--- config.mk ---
export PLATFORM = sky130hd
export DESIGN_NAME = i2s_adc_rx
export DESIGN_NICKNAME = d
export VERILOG_FILES = /design/src/rtl/i2s_adc_rx.sv
export SDC_FILE = /design/constraint.sdc
export NUM_CORES = 1
export LEC_CHECK = 0
export CORE_ASPECT_RATIO = 0.5
export CORE_MARGIN = 3
export CORE_UTILIZATION = 38
export DETAILED_ROUTE_END_ITERATION = 8
export GPL_TIMING_DRIVEN = 0
export PLACE_DENSITY_LB_ADDON = 0.08
export SYNTH_ARGS = -nofsm -noshare
export SYNTH_HDL_FRONTEND = slang
export SYNTH_SLANG_ARGS = --single-unit
--- constraint.sdc ---
create_clock -name clk -period 2.6 [get_ports clk]
set_input_delay 0.39 -clock clk [delete_from_list [all_inputs] [get_ports clk]]
set_output_delay 0.39 -clock clk [all_outputs]
set_load 0.02 [all_outputs]
--- src/rtl/i2s_adc_rx.sv ---
// I2S master receiver for the audio ADC.
// Generates BCLK/LRCLK from clk, deserializes sdata (I2S framing, one-bit
// delay, MSB first) and presents a left/right sample pair once per frame
// with a single-cycle valid strobe.
module i2s_adc_rx #(
    parameter int CLK_DIV   = 2,
    parameter int SLOT_BITS = 32,
    parameter int DATA_W    = 16
) (
    input  logic              clk,
    input  logic              reset,
    input  logic              en,
    input  logic              sdata,
    output logic              bclk,
    output logic              lrclk,
    output logic [DATA_W-1:0] sample_l,
    output logic [DATA_W-1:0] sample_r,
    output logic              sample_valid,
    output logic              busy
);

    localparam int DIV_W = (CLK_DIV > 1) ? $clog2(CLK_DIV) : 1;
    localparam int BIT_W = $clog2(SLOT_BITS);

    localparam logic [DIV_W-1:0] DIV_LAST = DIV_W'(CLK_DIV - 1);
    localparam logic [BIT_W-1:0] BIT_LAST = BIT_W'(SLOT_BITS - 1);
    localparam logic [BIT_W-1:0] BIT_LSB  = BIT_W'(DATA_W);

    typedef enum logic [1:0] {
        S_IDLE  = 2'd0,
        S_RUN   = 2'd1,
        S_DRAIN = 2'd2
    } state_t;

    state_t              state_q, state_d;
    logic [DIV_W-1:0]    div_cnt_q, div_cnt_d;
    logic                bclk_q, bclk_d;
    logic [BIT_W-1:0]    bit_cnt_q, bit_cnt_d;
    logic                slot_q, slot_d;
    logic [1:0]          sync_q;
    logic [DATA_W-2:0]   shift_q, shift_d;
    logic [DATA_W-1:0]   shadow_q, shadow_d;
    logic [DATA_W-1:0]   sample_l_q, sample_l_d;
    logic [DATA_W-1:0]   sample_r_q, sample_r_d;
    logic                valid_q, valid_d;

    logic                running;
    logic                tick;
    logic                fall;
    logic                last_bit;
    logic                frame_end;
    logic                in_data;
    logic [DATA_W-1:0]   word;

    // Decode the divider/bit position into the events the datapath acts on.
    always_comb begin
        running   = (state_q != S_IDLE);
        tick      = (div_cnt_q == DIV_LAST);
        fall      = tick && bclk_q;
        last_bit  = (bit_cnt_q == BIT_LAST);
        frame_end = fall && slot_q && last_bit;
        in_data   = (bit_cnt_q != '0) && (bit_cnt_q <= BIT_LSB);
        // The synchronizer output at the falling event is the bit that was on
        // the pin at the BCLK rising edge, so it completes the word directly.
        word      = {shift_q, sync_q[1]};
    end

    // Next-state: run-control FSM, clock generation and deserializer.
    always_comb begin
        state_d    = state_q;
        div_cnt_d  = div_cnt_q;
        bclk_d     = bclk_q;
        bit_cnt_d  = bit_cnt_q;
        slot_d     = slot_q;
        shift_d    = shift_q;
        shadow_d   = shadow_q;
        sample_l_d = sample_l_q;
        sample_r_d = sample_r_q;
        valid_d    = 1'b0;

        if (running) begin
            if (tick) begin
                div_cnt_d = '0;
                bclk_d    = ~bclk_q;
            end else begin
                div_cnt_d = div_cnt_q + 1'b1;
            end

            if (fall) begin
                if (last_bit) begin
                    bit_cnt_d = '0;
                    slot_d    = ~slot_q;
                end else begin
                    bit_cnt_d = bit_cnt_q + 1'b1;
                end

                if (in_data) begin
                    shift_d = word[DATA_W-2:0];
                end

                if (bit_cnt_q == BIT_LSB) begin
                    if (!slot_q) begin
                        shadow_d = word;
                    end else begin
                        sample_l_d = shadow_q;
                        sample_r_d = word;
                        valid_d    = 1'b1;
                    end
                end
            end
        end

        unique case (state_q)
            S_IDLE:  if (en) state_d = S_RUN;
            // Dropping en on the very last edge of a frame needs no drain.
            S_RUN:   if (!en) state_d = frame_end ? S_IDLE : S_DRAIN;
            S_DRAIN: if (frame_end) state_d = S_IDLE;
            default: state_d = S_IDLE;
        endcase
    end

    // State register; asynchronous reset aborts any frame in progress.
    always_ff @(posedge clk or negedge reset) begin
        if (!reset) begin
            state_q    <= S_IDLE;
            div_cnt_q  <= '0;
            bclk_q     <= 1'b0;
            bit_cnt_q  <= '0;
            slot_q     <= 1'b0;
            sync_q     <= '0;
            shift_q    <= '0;
            shadow_q   <= '0;
            sample_l_q <= '0;
            sample_r_q <= '0;
            valid_q    <= 1'b0;
        end else begin
            state_q    <= state_d;
            div_cnt_q  <= div_cnt_d;
            bclk_q     <= bclk_d;
            bit_cnt_q  <= bit_cnt_d;
            slot_q     <= slot_d;
            sync_q     <= {sync_q[0], sdata};
            shift_q    <= shift_d;
            shadow_q   <= shadow_d;
            sample_l_q <= sample_l_d;
            sample_r_q <= sample_r_d;
            valid_q    <= valid_d;
        end
    end

    assign bclk         = bclk_q;
    assign lrclk        = slot_q;
    assign sample_l     = sample_l_q;
    assign sample_r     = sample_r_q;
    assign sample_valid = valid_q;
    assign busy         = (state_q != S_IDLE);

endmodule

==> flow_metrics.env, run 1 <==
export IMPL_detail_route_antenna_nets=0
export IMPL_fillers=644
export IMPL_maxSlewHeadroom_pct=66.2
export IMPL_crit_chain="inv_1 -> ha_1 -> nor3b_2 -> ha_1 -> nor2_2 -> buf_4 -> mux2_2"
export IMPL_grt_setup_unrepaired="false"
export IMPL_wl_per_cell_um=14.6
export IMPL_setup_violations_final=0
export IMPL_synth_distinct_cells=34
export IMPL_port_buffers=39
export IMPL_maxCapViolCount=0
export IMPL_synth_cells=185
export IMPL_yosysTopAreaCell="dfrtp_1"
export IMPL_cts_root_buffer="clkbuf_16"
export IMPL_irDropWorstVdd_mv=0.484
export IMPL_antenna_found_initial=0
export IMPL_critPathLaunchType="flop"
export IMPL_setup_worst_path_class="reg -> reg"
export IMPL_clkLatencyLatePin_ps=330
export IMPL_fmax_mhz=452
export IMPL_fp_coreArea_mm2=0.00749
export IMPL_arrival_ps=2420
export IMPL_cts_sinks=76
export IMPL_cts_buffers=9
export IMPL_synth_area_mm2=0.00300
export IMPL_powerDensity_mw_per_mm2=785
export IMPL_start_util_pct=40.0
export IMPL_first_pass_iters=4
export IMPL_dieArea_mm2=0.00906
export IMPL_synth_commonest_cells="dfrtp_1, mux2_2, mux2_4"
export IMPL_max_stage_delay_ps=400
export IMPL_area_growth_synth_to_final_pct=27.7
export IMPL_synth_edf_count=0
export IMPL_yosysSeqAreaShare_pct=63.4
export IMPL_report_final_slew_viol_count=0
export IMPL_synth_seq_cells=76
export IMPL_final_nets=245
export IMPL_post_cts_buffers=0
export IMPL_crit_slowest_cell="dfrtp_1"
export IMPL_syn_area_per_cell_um2=16.2
export IMPL_grt_pass1_wl_mm=8.38
export IMPL_hpwl_mm=3.37
export IMPL_synthTopCellsByArea="dfrtp_1, mux2_2, mux2_4"
export IMPL_async_flop_share_pct=100
export IMPL_die_w_um=132
export IMPL_num_io_pins=40
export IMPL_crit_required_ps=2810
export IMPL_grt_pass1_vias=1633
export IMPL_synth_top_cell_area_share_pct=63.4
export IMPL_fin_crit_ps=2210
export IMPL_cts_buffer_depth=2
export IMPL_drc=0
export IMPL_outcome="finished, final reports clean"
export IMPL_rows=22
export IMPL_via_count=1653
export IMPL_worst_setup_path_end_kind="flop"
export IMPL_place_congestion=0.678
export IMPL_die_h_um=68.8
export IMPL_clk_pin_slew_ps=50
export IMPL_vias_per_cell=4.74
export IMPL_synth_fp_nets=193
export IMPL_p_leak_nw=1.84
export IMPL_grt_ovfl_total=0
export IMPL_drt_wl_total_mm=5.10
export IMPL_cts_tree="yes"
export IMPL_diodes=0
export IMPL_holdCritPathClass="reg -> reg"
export IMPL_drt_iter0_drc=67
export IMPL_min_period_over_period_pct=85.0
export IMPL_cpMostUsedCell="ha_1"
export IMPL_power_w=0.00301
export IMPL_htree_levels=3
export IMPL_tightest_slew_ps=505
export IMPL_yosys_warnings=0
export IMPL_whs_ps=357
export IMPL_utilization_pct=51.1
export IMPL_hold_viol_final=0
export IMPL_yosysMostFrequentCell="dfrtp_1"
export IMPL_grt_start_max_net_pins=59
export IMPL_clock_skew_ps=3.42
export IMPL_grt_usage_pct=12.5
export IMPL_synth_main_ff_cell="dfrtp_1"
export IMPL_cp_max_fo=10
export IMPL_drive_gt1_share_pct=36.9
==> flip-flops by register name, summed over array words and instances (netlist names) <==
name	cells
bit_cnt_q	5
sample_l	16
shift_q	15
lrclk	1
div_cnt_q	1
state_q	2
shadow_q	16
sample_r	16
sync_q	2
bclk	1
sample_valid	1
==> placed cells by master (no fill, tap or decap), drive strengths merged, types with 2 or more instances in the layout <==
cell,count
nor3b,2
dfrtp,76
clkdlybuf4s50,38
clkbuf,13
nand2,5
nor2,2
o21ai,4
nand3b,2
xnor2,2
mux2,63
clkinv,2
ha,4
and3,2
buf,8
inv,3
==> cell type report <==
cell class | instances | area (µm²) | share of cell area [%]
Buffer | 6 | 53.8 | 1.41
Clock buffer | 13 | 260 | 6.80
Tap cell | 108 | 135 | 3.53
Clock inverter | 2 | 10.0 | 0.261
Sequential cell | 76 | 1900 | 49.7
Multi-Input combinational cell | 100 | 1030 | 26.9
Inverter | 3 | 11.3 | 0.294
Timing Repair Buffer | 41 | 425 | 11.1
==> report_power, final <==
group          internal (W)  switching [W]
Sequential          0.00131       0.000148
Clock              0.000689       0.000434
Combinational      0.000224       0.000195
==> timing repair <==
item                       CTS  global route
hold endpoints to repair    18             0
resized for setup            0             0
hold buffers                 1             0
setup endpoints to repair    0             0
==> final timing paths <==
kind                                     startpoint                        to  slack (ps)  cells after the start
max in group asynchronous                     reset          bclk$_DFFE_PN0P_        1560                      3
min reg2reg                     sync_q[0]$_DFF_PN0_       sync_q[1]$_DFF_PN0_         360                      0
max                        bit_cnt_q[0]$_DFFE_PN0P_   shift_q[12]$_DFFE_PN0P_         390                      7
max reg2reg                bit_cnt_q[0]$_DFFE_PN0P_   shift_q[12]$_DFFE_PN0P_         390                      7
min                             sync_q[0]$_DFF_PN0_       sync_q[1]$_DFF_PN0_         360                      0
min in group asynchronous                     reset  sample_l[14]$_DFFE_PN0P_         490                      2
==> metal layers <==
layer  wire length (µm)  vias up  GRT usage (%)
met1               2530      847           15.6
met3                288       10           6.01
met5                  0        -              0
met4                 80        0           5.50
met2               2200       33           18.7
li1                   -      763              -
==> worst max-delay path, delay by kind of cell, from the launching register on <==
family | cells | cell delay, ps
buffers and inverters | 2 | 340
muxes | 1 | 350
and+or+nand+nor | 2 | 560
DFF | 1 | 400
adders and majority gates | 2 | 440
==> cells by family after synthesis <==
family / synth area share, %
AOI/OAI and AO/OA: 2.50
xor gates and xnor gates: 0.877
adders and majority gates: 1.67
buffers and inverters: 2.17
DFF: 63.4
muxes: 24.9
and+or+nand+nor: 4.42
==> per-stage QoR <==
stage                     setup slack (ps)  TNS (ps)  std cells  cell area (µm²)
after floorplan                        663         0        185             3000
after global placement               -1500   -113780        332             3520
after detailed placement               409         0        333             3550
after CTS                              389         0        349             3830
after global routing                   233         0        349             3830
final                                  389         0        349             3830
Power figures use the tool's default switching activity.
==> inputs of run 2 (changes only) <==
--- a/config.mk
+++ b/config.mk
@@ -9,6 +9,7 @@
 export CORE_MARGIN = 3
 export CORE_UTILIZATION = 38
 export DETAILED_ROUTE_END_ITERATION = 8
+export DONT_BUFFER_PORTS = 1
 export GPL_TIMING_DRIVEN = 0
 export PLACE_DENSITY_LB_ADDON = 0.08
 export SYNTH_ARGS = -nofsm -noshare
==> flow_metrics.env, run 2 (same netlist as run 1, synthesis figures left out) <==
export IMPL_outcome="finished, final reports clean"
export IMPL_hold_viol_final=0
export IMPL_cts_buffer_depth=2
export IMPL_setup_violations_final=0
export IMPL_cts_root_buffer="clkbuf_16"
export IMPL_hold_depth=0
export IMPL_critPathLaunchType="flop"
export IMPL_cts_tree="yes"
export IMPL_fp_coreArea_mm2=0.00749
export IMPL_place_ws_ps=406
export IMPL_min_from="sdata"
export IMPL_rows=22
export IMPL_drt_iter0_drc=104
export IMPL_hpwl_mm=3.21
export IMPL_report_final_slew_viol_count=0
export IMPL_placed_area_mm2=0.00313
export IMPL_grt_start_max_net_pins=77
export IMPL_detail_route_antenna_nets=0
export IMPL_first_pass_iters=4
export IMPL_antenna_found_initial=0
export IMPL_place_congestion=0.651
export IMPL_setup_worst_path_class="reg -> reg"
export IMPL_drive_gt1_share_pct=44.8
export IMPL_r2r_end="shift_q[11]$_DFFE_PN0P_"
export IMPL_arrival_ps=2390
export IMPL_start_util_pct=40.0
export IMPL_die_w_um=132
export IMPL_stdcell_area_mm2=0.00350
export IMPL_stdcell_count=311
export IMPL_fin_crit_ps=2180
export IMPL_clk_pin_slew_ps=60
export IMPL_grt_pass1_wl_mm=8.27
export IMPL_multiInputGateArea_mm2=0.00103
export IMPL_p_leak_nw=1.72
export IMPL_cts_sinks=76
export IMPL_min_to="sync_q[0]$_DFF_PN0_"
export IMPL_maxSlewHeadroom_pct=65.8
export IMPL_ff2ff_path_depth=7
export IMPL_fillers=684
export IMPL_drc=0
export IMPL_dieArea_mm2=0.00906
export IMPL_area_growth_synth_to_final_pct=16.6
export IMPL_holdCritPathClass="in -> reg"
export IMPL_tightest_slew_ps=511
export IMPL_grt_ovfl_total=0
export IMPL_seqCellArea_mm2=0.00190
export IMPL_cts_buffers=9
export IMPL_port_buffers=0
export IMPL_grt_pass1_vias=1474
export IMPL_cts_hold_buf=2
export IMPL_crit_required_ps=2810
export IMPL_clock_skew_ps=5.54
export IMPL_dp_cells=293
export IMPL_post_cts_buffers=0
export IMPL_wl_per_cell_um=16.5
export IMPL_min_period_over_period_pct=83.8
export IMPL_powerDensity_mw_per_mm2=911
export IMPL_fmax_mhz=459
export IMPL_die_h_um=68.8
export IMPL_vias_per_cell=4.73
export IMPL_power_w=0.00319
export IMPL_clkLatencyLatePin_ps=330
export IMPL_irDropWorstVdd_mv=0.412
export IMPL_via_count=1471
export IMPL_cp_max_fo=10
export IMPL_grt_usage_pct=12.6
export IMPL_rrSetupSlack_ps=420
export IMPL_grt_setup_unrepaired="false"
export IMPL_maxCapViolCount=0
export IMPL_worst_slack_ps=420
export IMPL_ctsResizeCount=0
export IMPL_drt_wl_total_mm=5.13
export IMPL_final_nets=206
export IMPL_num_io_pins=40
export IMPL_mostFrequentLayoutCells="dfrtp_1, mux2_2, mux2_4, clkbuf_16, nand2_1"
export IMPL_diodes=0
export IMPL_htree_levels=3
export IMPL_tns_ps=0
export IMPL_worst_setup_path_end_kind="flop"
export IMPL_layout_commonest_cell="dfrtp_1"
export IMPL_r2r_start="bit_cnt_q[0]$_DFFE_PN0P_"
==> run 2: where the power goes <==
part           total (W)  internal [W]  switching, W  leakage, nW
logic           0.000369      0.000192      0.000177        0.535
clock network    0.00134      0.000866      0.000477        0.159
registers        0.00147       0.00131      0.000160         1.03
==> run 2: stage by stage <==
stage	utilization, %	hold WS (ps)
after floorplan	-	94.4
after global placement	41.8	96.5
after detailed placement	41.8	96.5
after CTS	46.7	64.0
after global routing	46.7	49.0
final	46.7	81.1
==> run 2: area by class of cell <==
class                           instances  area share, %
Sequential cell                        76           54.4
Timing Repair Buffer                    2           1.07
Multi-Input combinational cell        100           29.5
Buffer                                  6           1.54
Clock inverter                          6           2.47
Clock buffer                           10           6.84
Inverter                                3          0.322
Tap cell                              108           3.87
==> run 2: how the worst max path moves through the flow <==
stage	from	to	slack [ps]	cells after the start
2_1_floorplan	bit_cnt_q[0]$_DFFE_PN0P_	shift_q[0]$_DFFE_PN0P_	660	7
3_3_place_gp	bit_cnt_q[0]$_DFFE_PN0P_	shift_q[0]$_DFFE_PN0P_	410	7
3_5_place_dp	bit_cnt_q[0]$_DFFE_PN0P_	shift_q[11]$_DFFE_PN0P_	410	7
4_1_cts	bit_cnt_q[0]$_DFFE_PN0P_	shift_q[11]$_DFFE_PN0P_	390	7
5_1_grt	bit_cnt_q[0]$_DFFE_PN0P_	shift_q[11]$_DFFE_PN0P_	250	7
6_report	bit_cnt_q[0]$_DFFE_PN0P_	shift_q[11]$_DFFE_PN0P_	420	7
==> run 2: worst max-delay path, stage by stage, from the launching register on <==
cell and delay [ps]:
dfrtp_1 400, inv_1 80, ha_1 150, nor3b_2 240
ha_1 280, nor2_2 290, buf_4 260, mux2_2 350
==> run 2: routing by layer <==
layer | up-vias | wire (µm) | track usage, % | share of wire (%)
met5 | - | 0 | 0 | 0
met4 | 0 | 48 | 3.53 | 0.94
met3 | 5 | 444 | 8.55 | 8.7
met2 | 34 | 2170 | 17.6 | 42
met1 | 750 | 2460 | 15.7 | 48
li1 | 682 | - | - | -
==> inputs of run 3 (changes only) <==
==> constraint.sdc (replaced) <==
create_clock -name clk -period 1.92 [get_ports clk]
set_input_delay 0.288 -clock clk [delete_from_list [all_inputs] [get_ports clk]]
set_output_delay 0.288 -clock clk [all_outputs]
set_load 0.02 [all_outputs]
==> flow_metrics.env, run 3 (same netlist as run 1, synthesis figures left out) <==
export IMPL_crit_slowest_cell="dfrtp_1"
export IMPL_max_stage_delay_ps=410
export IMPL_multiInputGateArea_mm2=0.00105
export IMPL_fmax_mhz=530
export IMPL_layout_commonest_cell="dfrtp_1"
export IMPL_hold_viol_final=76
export IMPL_maxCapViolCount=0
export IMPL_grt_pass1_vias=1552
export IMPL_via_count=1503
export IMPL_sw_frac_of_total_pct=24.7
export IMPL_irDropWorstVdd_mv=0.542
export IMPL_grt_setup_unrepaired="true"
export IMPL_whs_ps=-354
export IMPL_fin_crit_ps=1890
export IMPL_report_final_slew_viol_count=0
export IMPL_vias_per_cell=4.82
export IMPL_crit_chain="inv_2 -> ha_1 -> nor3b_4 -> ha_4 -> nor2_4 -> buf_8 -> mux2_2"
export IMPL_utilization_pct=47.3
export IMPL_drt_iter0_drc=76
export IMPL_setup_violations_final=0
export IMPL_grt_pass1_wl_mm=8.42
export IMPL_cts_buffers=9
export IMPL_mostFrequentLayoutCells="dfrtp_1, mux2_2, mux2_4, clkbuf_16, nand2_1"
export IMPL_htree_levels=3
export IMPL_powerDensity_mw_per_mm2=1260
export IMPL_switching_power_w=0.00111
export IMPL_fillers=680
export IMPL_fp_coreArea_mm2=0.00749
export IMPL_detail_route_antenna_nets=0
export IMPL_place_congestion=0.634
export IMPL_cp_max_fo=10
export IMPL_p_leak_nw=1.73
export IMPL_area_growth_synth_to_final_pct=18.2
export IMPL_cts_buffer_depth=2
export IMPL_clk_pin_slew_ps=60
export IMPL_grt_usage_pct=12.5
export IMPL_violations="negative hold slack"
export IMPL_seqPwrFrac_pct=44.9
export IMPL_final_nets=207
export IMPL_die_w_um=132
export IMPL_crit_cells=7
export IMPL_comb_power_share_pct=12.0
export IMPL_diodes=0
export IMPL_crit_family="simple AND/OR/NAND/NOR gates"
export IMPL_drc=0
export IMPL_seqCellArea_mm2=0.00190
export IMPL_ff2ff_path_depth=7
export IMPL_die_h_um=68.8
export IMPL_wl_per_cell_um=16.5
export IMPL_hpwl_mm=3.30
export IMPL_first_pass_iters=2
export IMPL_critPathLaunchType="flop"
export IMPL_cp_num_buf_inv=2
export IMPL_cts_sinks=76
export IMPL_worst_setup_path_end_kind="flop"
export IMPL_start_util_pct=40.0
export IMPL_rows=22
export IMPL_arrival_ps=2100
export IMPL_cts_tree="yes"
export IMPL_port_buffers=0
export IMPL_clkLatencyLatePin_ps=330
export IMPL_power_w=0.00447
export IMPL_tightest_slew_ps=612
export IMPL_setup_worst_path_class="reg -> reg"
export IMPL_cts_hold_buf=1
export IMPL_outcome="finished, violations left"
export IMPL_drt_wl_total_mm=5.15
export IMPL_p_int_w=0.00336
export IMPL_maxSlewHeadroom_pct=59.0
export IMPL_grt_ovfl_total=0
export IMPL_clock_power_share_pct=43.1
export IMPL_antenna_found_initial=0
export IMPL_crit_required_ps=2130
export IMPL_clock_skew_ps=6.82
export IMPL_min_period_over_period_pct=98.3
export IMPL_drive_gt1_share_pct=46.1
export IMPL_dieArea_mm2=0.00906
export IMPL_holdCritPathClass="in -> async"
export IMPL_cts_root_buffer="clkbuf_16"
export IMPL_num_io_pins=40
export IMPL_grt_start_max_net_pins=77
==> run 3: what timing repair did <==
item,CTS,global route
gates cloned,0,0
endpoints found under the hold margin,77,76
setup buffers,2,0
gates resized for setup,3,3
pin swaps,1,0
endpoints found under the setup margin,10,15
==> run 3: layout make-up <==
class / instances / area share [%]
sequential: 76 / 53.7
tap: 108 / 3.81
inverter: 3 / 0.318
clock inverter: 7 / 3.50
clock buffer: 9 / 6.36
multi-input combinational: 100 / 29.8
buffer: 6 / 1.73
timing repair buffer: 3 / 0.812
==> run 3: per-layer routing <==
metal | share of wire (%) | vias to the layer above | GRT usage, %
li1 | - | 698 | -
met1 | 49 | 768 | 16.4
met2 | 43 | 29 | 17.9
met3 | 6.0 | 8 | 6.09
met4 | 1.4 | 0 | 5.10
met5 | 0 | - | 0
==> run 3: stage by stage <==
step | hold WS [ps] | cell area [µm²] | setup slack (ps) | instances | TNS, ps
3_3_place_gp | -5.74 | 3140 | -178 | 293 | -1760
2_1_floorplan | -7.59 | 3000 | 36.2 | 185 | 0
5_1_grt | -380 | 3540 | -48.8 | 312 | -714
6_report | -354 | 3540 | 31.9 | 312 | 0
4_1_cts | -370 | 3530 | 2.74 | 312 | 0
3_5_place_dp | -5.50 | 3140 | -194 | 293 | -1910
==> run 3: path summary, 6_finish.rpt <==
check                                          to  slack, ps                     start
max reg2reg                shift_q[2]$_DFFE_PN0P_         30  bit_cnt_q[0]$_DFFE_PN0P_
min reg2reg                   sync_q[1]$_DFF_PN0_        360       sync_q[0]$_DFF_PN0_
max in group asynchronous       lrclk$_DFFE_PN0P_       2150                     reset
min in group clk           state_q[0]$_DFFE_PN0P_        100                        en
max                        shift_q[2]$_DFFE_PN0P_         30  bit_cnt_q[0]$_DFFE_PN0P_
min                           sync_q[0]$_DFF_PN0_       -350                     reset
==> run 3: power groups by stage <==
| stage | clock network [W] | registers, W | logic, W |
|---|---|---|---|
| 6_report | 0.00193 | 0.00201 | 0.000534 |
| 4_1_cts | 0.00199 | 0.00201 | 0.000532 |
| 2_1_floorplan | 0 | 0.00196 | 0.000412 |
| 3_5_place_dp | 0 | 0.00203 | 0.000481 |
| 5_1_grt | 0.00207 | 0.00204 | 0.000595 |
| 3_3_place_gp | 0 | 0.00202 | 0.000471 |
